**config.mk**
```make
export PLATFORM = sky130hd
export DESIGN_NAME = cpu_multicycle
export DESIGN_NICKNAME = d
export VERILOG_FILES = /design/src/rtl/cpu_multicycle.sv
export SDC_FILE = /design/constraint.sdc
export NUM_CORES = 2
export LEC_CHECK = 0
export CORE_MARGIN = 10
export CORE_UTILIZATION = 45
export CTS_CLUSTER_SIZE = 24
export DETAILED_ROUTE_END_ITERATION = 10
export GPL_TIMING_DRIVEN = 0
export PLACE_DENSITY = 0.64
export SLEW_MARGIN = 0
export SYNTH_ARGS = -nofsm -noshare
export SYNTH_HDL_FRONTEND = slang
export SYNTH_SLANG_ARGS = --single-unit
export TNS_END_PERCENT = 10
```
**constraint.sdc**
```tcl
create_clock -name clk -period 5.8 [get_ports clk]
set_input_delay 0.87 -clock clk [delete_from_list [all_inputs] [get_ports clk]]
set_output_delay 0.87 -clock clk [all_outputs]
set_load 0.02 [all_outputs]
```
**src/rtl/cpu_multicycle.sv**
```systemverilog
// Multicycle RV32I-subset core with a single unified memory port.
// Supports lw, sw, add, sub, and, or, slt, addi, andi, ori, slti, beq, jal.
// Anything else, including register indices >= NREGS, halts the core.
//
// Ports:
//   clk        single clock, all state updates on the rising edge
//   reset      synchronous active-high reset
//   mem_req    memory access request (fetch, load or store)
//   mem_we     1 = store, 0 = read
//   mem_addr   byte address of the access
//   mem_wdata  store data
//   mem_ready  memory completes the current access this cycle
//   mem_rdata  read data
//   pc         address of the instruction in progress
//   halted     core has stopped on an illegal instruction
module cpu_multicycle #(
    parameter logic [31:0] RESET_PC = 32'h0000_0000,
    parameter int unsigned NREGS    = 32
) (
    input  logic        clk,
    input  logic        reset,
    output logic        mem_req,
    output logic        mem_we,
    output logic [31:0] mem_addr,
    output logic [31:0] mem_wdata,
    input  logic        mem_ready,
    input  logic [31:0] mem_rdata,
    output logic [31:0] pc,
    output logic        halted
);

    localparam int unsigned IDXW = $clog2(NREGS);

    localparam logic [6:0] OP_LOAD   = 7'b0000011;
    localparam logic [6:0] OP_STORE  = 7'b0100011;
    localparam logic [6:0] OP_REG    = 7'b0110011;
    localparam logic [6:0] OP_IMM    = 7'b0010011;
    localparam logic [6:0] OP_BRANCH = 7'b1100011;
    localparam logic [6:0] OP_JAL    = 7'b1101111;

    typedef enum logic [2:0] {
        StFetch,
        StDecode,
        StExecute,
        StMem,
        StWriteback,
        StHalt
    } state_e;

    typedef enum logic [2:0] {
        AluAdd,
        AluSub,
        AluAnd,
        AluOr,
        AluSlt
    } alu_op_e;

    state_e      state_q, state_d;
    logic [31:0] pc_q;
    logic [31:0] ir_q;
    logic [31:0] a_q;    // rs1 value captured in DECODE
    logic [31:0] b_q;    // rs2 value captured in DECODE
    logic [31:0] tgt_q;  // pc + imm, branch/jump target
    logic [31:0] res_q;  // ALU result, memory address, load data or link value
    logic [31:0] regs [NREGS];

    // Instruction fields
    logic [6:0] opcode;
    logic [4:0] rd, rs1, rs2;
    logic [2:0] funct3;
    logic [6:0] funct7;

    assign opcode = ir_q[6:0];
    assign rd     = ir_q[11:7];
    assign funct3 = ir_q[14:12];
    assign rs1    = ir_q[19:15];
    assign rs2    = ir_q[24:20];
    assign funct7 = ir_q[31:25];

    // Sign-extended immediates
    logic [31:0] imm_i, imm_s, imm_b, imm_j, imm;

    assign imm_i = {{20{ir_q[31]}}, ir_q[31:20]};
    assign imm_s = {{20{ir_q[31]}}, ir_q[31:25], ir_q[11:7]};
    assign imm_b = {{19{ir_q[31]}}, ir_q[31], ir_q[7], ir_q[30:25], ir_q[11:8], 1'b0};
    assign imm_j = {{11{ir_q[31]}}, ir_q[31], ir_q[19:12], ir_q[20], ir_q[30:21], 1'b0};

    // Decode
    logic    is_lw, is_sw, is_alu_r, is_alu_i, is_beq, is_jal;
    alu_op_e alu_op;

    always_comb begin
        is_lw    = 1'b0;
        is_sw    = 1'b0;
        is_alu_r = 1'b0;
        is_alu_i = 1'b0;
        is_beq   = 1'b0;
        is_jal   = 1'b0;
        alu_op   = AluAdd;
        case (opcode)
            OP_LOAD:   is_lw = (funct3 == 3'b010);
            OP_STORE:  is_sw = (funct3 == 3'b010);
            OP_REG: begin
                if (funct7 == 7'b0000000) begin
                    is_alu_r = 1'b1;
                    case (funct3)
                        3'b000:  alu_op = AluAdd;
                        3'b111:  alu_op = AluAnd;
                        3'b110:  alu_op = AluOr;
                        3'b010:  alu_op = AluSlt;
                        default: is_alu_r = 1'b0;
                    endcase
                end else if (funct7 == 7'b0100000 && funct3 == 3'b000) begin
                    is_alu_r = 1'b1;
                    alu_op   = AluSub;
                end
            end
            OP_IMM: begin
                is_alu_i = 1'b1;
                case (funct3)
                    3'b000:  alu_op = AluAdd;
                    3'b111:  alu_op = AluAnd;
                    3'b110:  alu_op = AluOr;
                    3'b010:  alu_op = AluSlt;
                    default: is_alu_i = 1'b0;
                endcase
            end
            OP_BRANCH: is_beq = (funct3 == 3'b000);
            OP_JAL:    is_jal = 1'b1;
            default:   ;
        endcase
    end

    logic uses_rs1, uses_rs2, uses_rd, idx_ok, legal_op, illegal;

    assign legal_op = is_lw | is_sw | is_alu_r | is_alu_i | is_beq | is_jal;
    assign uses_rs1 = ~is_jal;
    assign uses_rs2 = is_sw | is_beq | is_alu_r;
    assign uses_rd  = is_lw | is_alu_r | is_alu_i | is_jal;
    // Only register fields the instruction actually uses are range-checked
    assign idx_ok   = (!uses_rs1 || 32'(rs1) < NREGS) &&
                      (!uses_rs2 || 32'(rs2) < NREGS) &&
                      (!uses_rd  || 32'(rd)  < NREGS);
    assign illegal  = !legal_op || !idx_ok;

    always_comb begin
        if (is_sw) begin
            imm = imm_s;
        end else if (is_beq) begin
            imm = imm_b;
        end else if (is_jal) begin
            imm = imm_j;
        end else begin
            imm = imm_i;
        end
    end

    // Register file read, x0 hardwired to zero
    logic [31:0] rs1_val, rs2_val;

    assign rs1_val = (rs1 == 5'd0) ? 32'd0 : regs[rs1[IDXW-1:0]];
    assign rs2_val = (rs2 == 5'd0) ? 32'd0 : regs[rs2[IDXW-1:0]];

    // ALU; lw/sw reuse the add path for address generation
    logic [31:0] opb, alu_out;

    always_comb begin
        opb = is_alu_r ? b_q : imm;
        case (alu_op)
            AluSub:  alu_out = a_q - opb;
            AluAnd:  alu_out = a_q & opb;
            AluOr:   alu_out = a_q | opb;
            AluSlt:  alu_out = {31'd0, $signed(a_q) < $signed(opb)};
            default: alu_out = a_q + opb;
        endcase
    end

    // FSM state register
    always_ff @(posedge clk) begin
        if (reset) begin
            state_q <= StFetch;
        end else begin
            state_q <= state_d;
        end
    end

    // FSM next state and memory port outputs
    always_comb begin
        state_d   = state_q;
        mem_req   = 1'b0;
        mem_we    = 1'b0;
        mem_addr  = pc_q;
        mem_wdata = b_q;
        case (state_q)
            StFetch: begin
                mem_req = 1'b1;
                if (mem_ready) begin
                    state_d = StDecode;
                end
            end
            StDecode: begin
                state_d = illegal ? StHalt : StExecute;
            end
            StExecute: begin
                if (is_lw || is_sw) begin
                    state_d = StMem;
                end else if (is_beq) begin
                    state_d = StFetch;
                end else begin
                    state_d = StWriteback;
                end
            end
            StMem: begin
                mem_req  = 1'b1;
                mem_we   = is_sw;
                mem_addr = res_q;
                if (mem_ready) begin
                    state_d = is_sw ? StFetch : StWriteback;
                end
            end
            StWriteback: begin
                state_d = StFetch;
            end
            StHalt: begin
                state_d = StHalt;
            end
            default: begin
                state_d = StHalt;
            end
        endcase
        // No access may be issued while reset is asserted
        if (reset) begin
            mem_req = 1'b0;
        end
    end

    // Datapath
    always_ff @(posedge clk) begin
        if (reset) begin
            pc_q  <= RESET_PC;
            ir_q  <= '0;
            a_q   <= '0;
            b_q   <= '0;
            tgt_q <= '0;
            res_q <= '0;
            for (int unsigned i = 0; i < NREGS; i++) begin
                regs[i] <= '0;
            end
        end else begin
            case (state_q)
                StFetch: begin
                    if (mem_ready) begin
                        ir_q <= mem_rdata;
                    end
                end
                StDecode: begin
                    a_q   <= rs1_val;
                    b_q   <= rs2_val;
                    tgt_q <= pc_q + imm;
                end
                StExecute: begin
                    if (is_beq) begin
                        pc_q <= (a_q == b_q) ? tgt_q : pc_q + 32'd4;
                    end else if (is_jal) begin
                        pc_q  <= tgt_q;
                        res_q <= pc_q + 32'd4;
                    end else begin
                        res_q <= alu_out;
                    end
                end
                StMem: begin
                    if (mem_ready) begin
                        if (is_sw) begin
                            pc_q <= pc_q + 32'd4;
                        end else begin
                            res_q <= mem_rdata;
                        end
                    end
                end
                StWriteback: begin
                    if (rd != 5'd0) begin
                        regs[rd[IDXW-1:0]] <= res_q;
                    end
                    // jal already moved pc to its target in EXECUTE
                    if (!is_jal) begin
                        pc_q <= pc_q + 32'd4;
                    end
                end
                default: ;
            endcase
        end
    end

    assign pc     = pc_q;
    assign halted = (state_q == StHalt);

endmodule
```
==> impl_metrics.yaml <==
worst_setup_path:
  cp.required_ns: 6.41
  critical_path.max_stage_delay_ns: 0.52
  path_cells: "nand3b_1 -> nor2_1 -> clkbuf_2 -> clkbuf_2 -> a21o_1 -> mux2_2 -> inv_1 -> ha_1 -> or2_4 -> nor4_2 -> a211oi_2 -> o211ai_2 -> or4b_4 -> o31a_1 -> o31a_1 -> o311ai_4 -> a211oi_1"
  worst_path_dominant_cell_family: "compound AO/OA/AOI/OAI gates"
  cell_with_the_largest_stage_delay_on_the_worst_path: "clkbuf_2"
  worstPathMaxFanout: 10
  critical_path_buf_inv_count: 3
  worst_setup_path_start_kind: "flop"
  criticalPathCategory: "reg2reg"
  cp_data_arrival_time_ns: 6.39
  end_kind: "flop"
synth:
  syn-cell-area_sq_um: 69600
  postSynthRegisterBits: 1229
  dominant_combinational_cell_family_by_area_after_synthesis: "multiplexers"
  synth-xor-area-share_pct: 1.53
  synth_fa_ha_area_share_pct: 2.40
  synthMuxAreaShare_pct: 22.0
  syn_inst: 5387
  synthSimpleGateAreaFrac_pct: 14.6
  postSynthAreaPerCell_sq_um: 12.9
  synth_compound_area_share_pct: 6.16
  synth_seq_area_share_pct: 50.0
  yosys_warnings: 0
  async_flop_share_pct: 0
  ys_dominant_reg_cell: "edfxtp_1"
  synthDistinctLibCells: 84
  synth_edf_count: 1024
finish:
  layout.nets: 5862
  seq_area_sq_um: 34900
  layout-drive-gt1-share_pct: 16.6
  multiInputGateArea_sq_um: 32800
  final_cell_area_sq_um: 78200
  postLayoutCoreUtil_pct: 50.8
  layout-area-overhead-vs-synth_pct: 12.2
  count_of_fill_cells_added_during_filler_insertion: 13419
pwr:
  p_seq_share_pct: 46.9
  ir_drop_mv: 0.228
  power.clock.fraction_pct: 39.7
  total_switching_power_w: 0.00565
  netSwitchingFraction_pct: 26.3
  cellPowerDensity_nw_per_um2: 274
  cellLeakagePower_nw: 26.9
  pwr-share-comb_pct: 13.4
  fin_total_pwr_w: 0.0215
  cell_int_power_w: 0.0158
timing:
  final-hold-violation-count: 0
  normalized_max_slew_margin_pct: -2.76
  layout_worst_path_cycle_share_pct: 99.7
  fin_skew_ns: 0.0254
  finalSetupViolations: 0
  post-route-min-period_ns: 5.78
  timing_max_transition_violations_final: 14
  fmax_ghz: 0.173
  worst-slew-pin-transition_ns: 1.53
global_route:
  initial_antenna_violation_count: 9
  grt_pass1_vias: 48873
  pin_count_of_the_biggest_net_entering_global_routing: 33
  grt_overflow: 0
  grt_pass1_wl_um: 350000
  global_route.usage.total_pct: 28.8
cts:
  clk_path_buf_depth: 3
  cts.sink_count: 1229
  tritoncts: "yes"
  cts_buffers: 134
  root_buffer: "clkbuf_16"
  cts-hold-fix-buffers: 0
  clock_tree.htree_level_count: 4
  worst_skew_pair.late_latency_ns: 0.79
  clk_pin_slew_worst_paths_ns: 0.06
die:
  floorplan.die.width_um: 413
  initial_utilization_pct: 45.3
  placeableCoreArea_sq_um: 154000
  io_pins: 134
  floorplan.die_area_sq_um: 171000
  die_height_um: 413
  rows: 144
route:
  dr_total_vias: 48575
  postRouteAntennaNets: 0
  drt-total-wl_um: 251000
  avgViaCountPerCell: 6.19
  post_drt_wl_per_cell_um: 32.0
  drcViolationCount: 0
  detail_route.iter0.violations: 5753
  drtPass1Iterations: 9
run_status:
  outcome: "complete, but fails checks"
  failed_checks: "capacitance limit, slew limit"
place:
  dp_hpwl_um: 206000
  place.gp.congestion: 0.999
  port-buffer-count: 132
  placed_area_sq_um: 73700
hold_path:
  worstHoldPathType: "reg2reg"
job:
  maxCapViolCount: 2
==> routing by layer <==
metal  track usage [%]  vias up  wire length [um]
met4              17.4        2             17300
met1              34.4    24578             89100
met3              5.35      607             23200
li1                  -    20759                 -
met5                 0        -                 8
met2              48.5     2629            121000
==> through the flow <==
step | TNS (ns) | hold slack (ns) | instances | setup WS [ns]
2_1_floorplan | 0 | 0.432 | 5418 | 0.926
3_3_place_gp | -28.14 | 0.443 | 7594 | -1.67
3_5_place_dp | -25.11 | 0.448 | 7596 | -1.62
4_1_cts | 0 | 0.457 | 7835 | 0.0165
5_1_grt | -0.00876 | 0.472 | 7840 | -0.00876
6_report | 0 | 0.459 | 7847 | 0.0182
==> placed cells by master, fill, tap and decap left out, types with 26 or more instances in the layout <==
master and n:
a211oi_1 40, buf_1 70, nand3_1 38, clkbuf_1 423, clkbuf_16 137, nor3_1 45
nor2_1 318, xor2_1 34, or2_2 40, a21o_1 52, mux4_2 640, nand2_1 300
conb_1 32, edfxtp_1 1024, inv_1 104, xnor2_1 88, o21ai_0 90, o211ai_1 26
mux2i_1 70, a21oi_1 310, clkdlybuf4s50_1 132, and2_1 999, dfxtp_1 202, ha_1 128
==> cell families (layout without fill, tap and decap cells) <==
group                    after synthesis  after routing
multiplexers                         727            727
flip-flops                          1229           1229
AND/OR/NAND/NOR                     1884           1884
adder cells (fa/ha/maj)              132            132
other                                  1             39
AO/OA/AOI/OAI                        692            692
buffers and inverters                600            978
XOR/XNOR                             122            122
==> cell usage after synthesis (all sizes together), types with 9 or more instances <==
cell type	instances	area share (%)
nor3	46	0.33
nand4	24	0.22
o21ai	95	0.69
a31oi	22	0.20
xnor2	88	1.1
nor4	25	0.23
or2	41	0.37
dfxtp	205	5.9
o221ai	17	0.21
mux2	17	0.27
buf	85	0.47
mux2i	70	1.0
and2	1000	9.0
nand2b	13	0.12
a21oi	311	2.2
and3	19	0.17
a21o	52	0.56
o31ai	14	0.15
o22ai	9	0.081
a221oi	10	0.13
nor2b	10	0.090
o211ai	27	0.30
o21a	11	0.12
nand3b	9	0.097
inv	105	0.57
o21bai	13	0.14
clkbuf	410	2.2
nand2	301	1.6
ha	129	2.3
a211oi	41	0.45
nand3	40	0.29
or3	13	0.12
xor2	34	0.43
edfxtp	1024	44
mux4	640	21
nor2	320	1.7
==> final cells by class <==
cell class	instances	share of cell area, %
flip-flops and latches	1229	44.6
multi-input cells	3589	41.9
clock buffers	168	4.59
well taps	2044	3.27
plain buffers	494	2.45
repair buffers	142	1.85
clock inverters	69	0.818
inverters	105	0.504
diodes	7	0.0224
==> worst min-delay path: cells and delay by family (launching register included) <==
kind / cells / cell delay (ns)
flip-flops: 1 / 0.31
AND/OR/NAND/NOR: 1 / 0.05
AO/OA/AOI/OAI: 1 / 0.05
==> worst paths after layout <==
path	endpoint	slack, ns	cells past startpoint	start
worst max-delay path	res_q[0]	0.02	17	ir_q[6]
worst min-delay path	tgt_q[21]	0.46	2	tgt_q[21]
worst max register to register	res_q[0]	0.02	17	ir_q[6]
worst min register to register	tgt_q[21]	0.46	2	tgt_q[21]
==> timing repair <==
| action | CTS | global route |
|---|---|---|
| resized for setup | 26 | 24 |
| setup endpoints to repair | 58 | 26 |
| pin swaps | 3 | 4 |
| buffers inserted | 3 | 2 |
==> sequential cells by signal, indices dropped and copies added, names as in the netlist, named ones only <==
| signal | count |
|---|---|
| regs | 1024 |
| a_q | 32 |
| ir_q | 32 |
| mem_wdata | 32 |
| pc | 32 |
| res_q | 32 |
| tgt_q | 32 |
| state_q | 3 |
==> power by group through the flow <==
stage          Sequential (W)  Combinational, W  Clock, W
5_1_grt                0.0101           0.00298   0.00887
6_report               0.0101           0.00287   0.00851
3_5_place_dp           0.0102           0.00278         0
4_1_cts                0.0101           0.00280   0.00854
2_1_floorplan          0.0102           0.00179         0
3_3_place_gp           0.0102           0.00275         0
No activity file was read; power rests on OpenSTA's default activity.
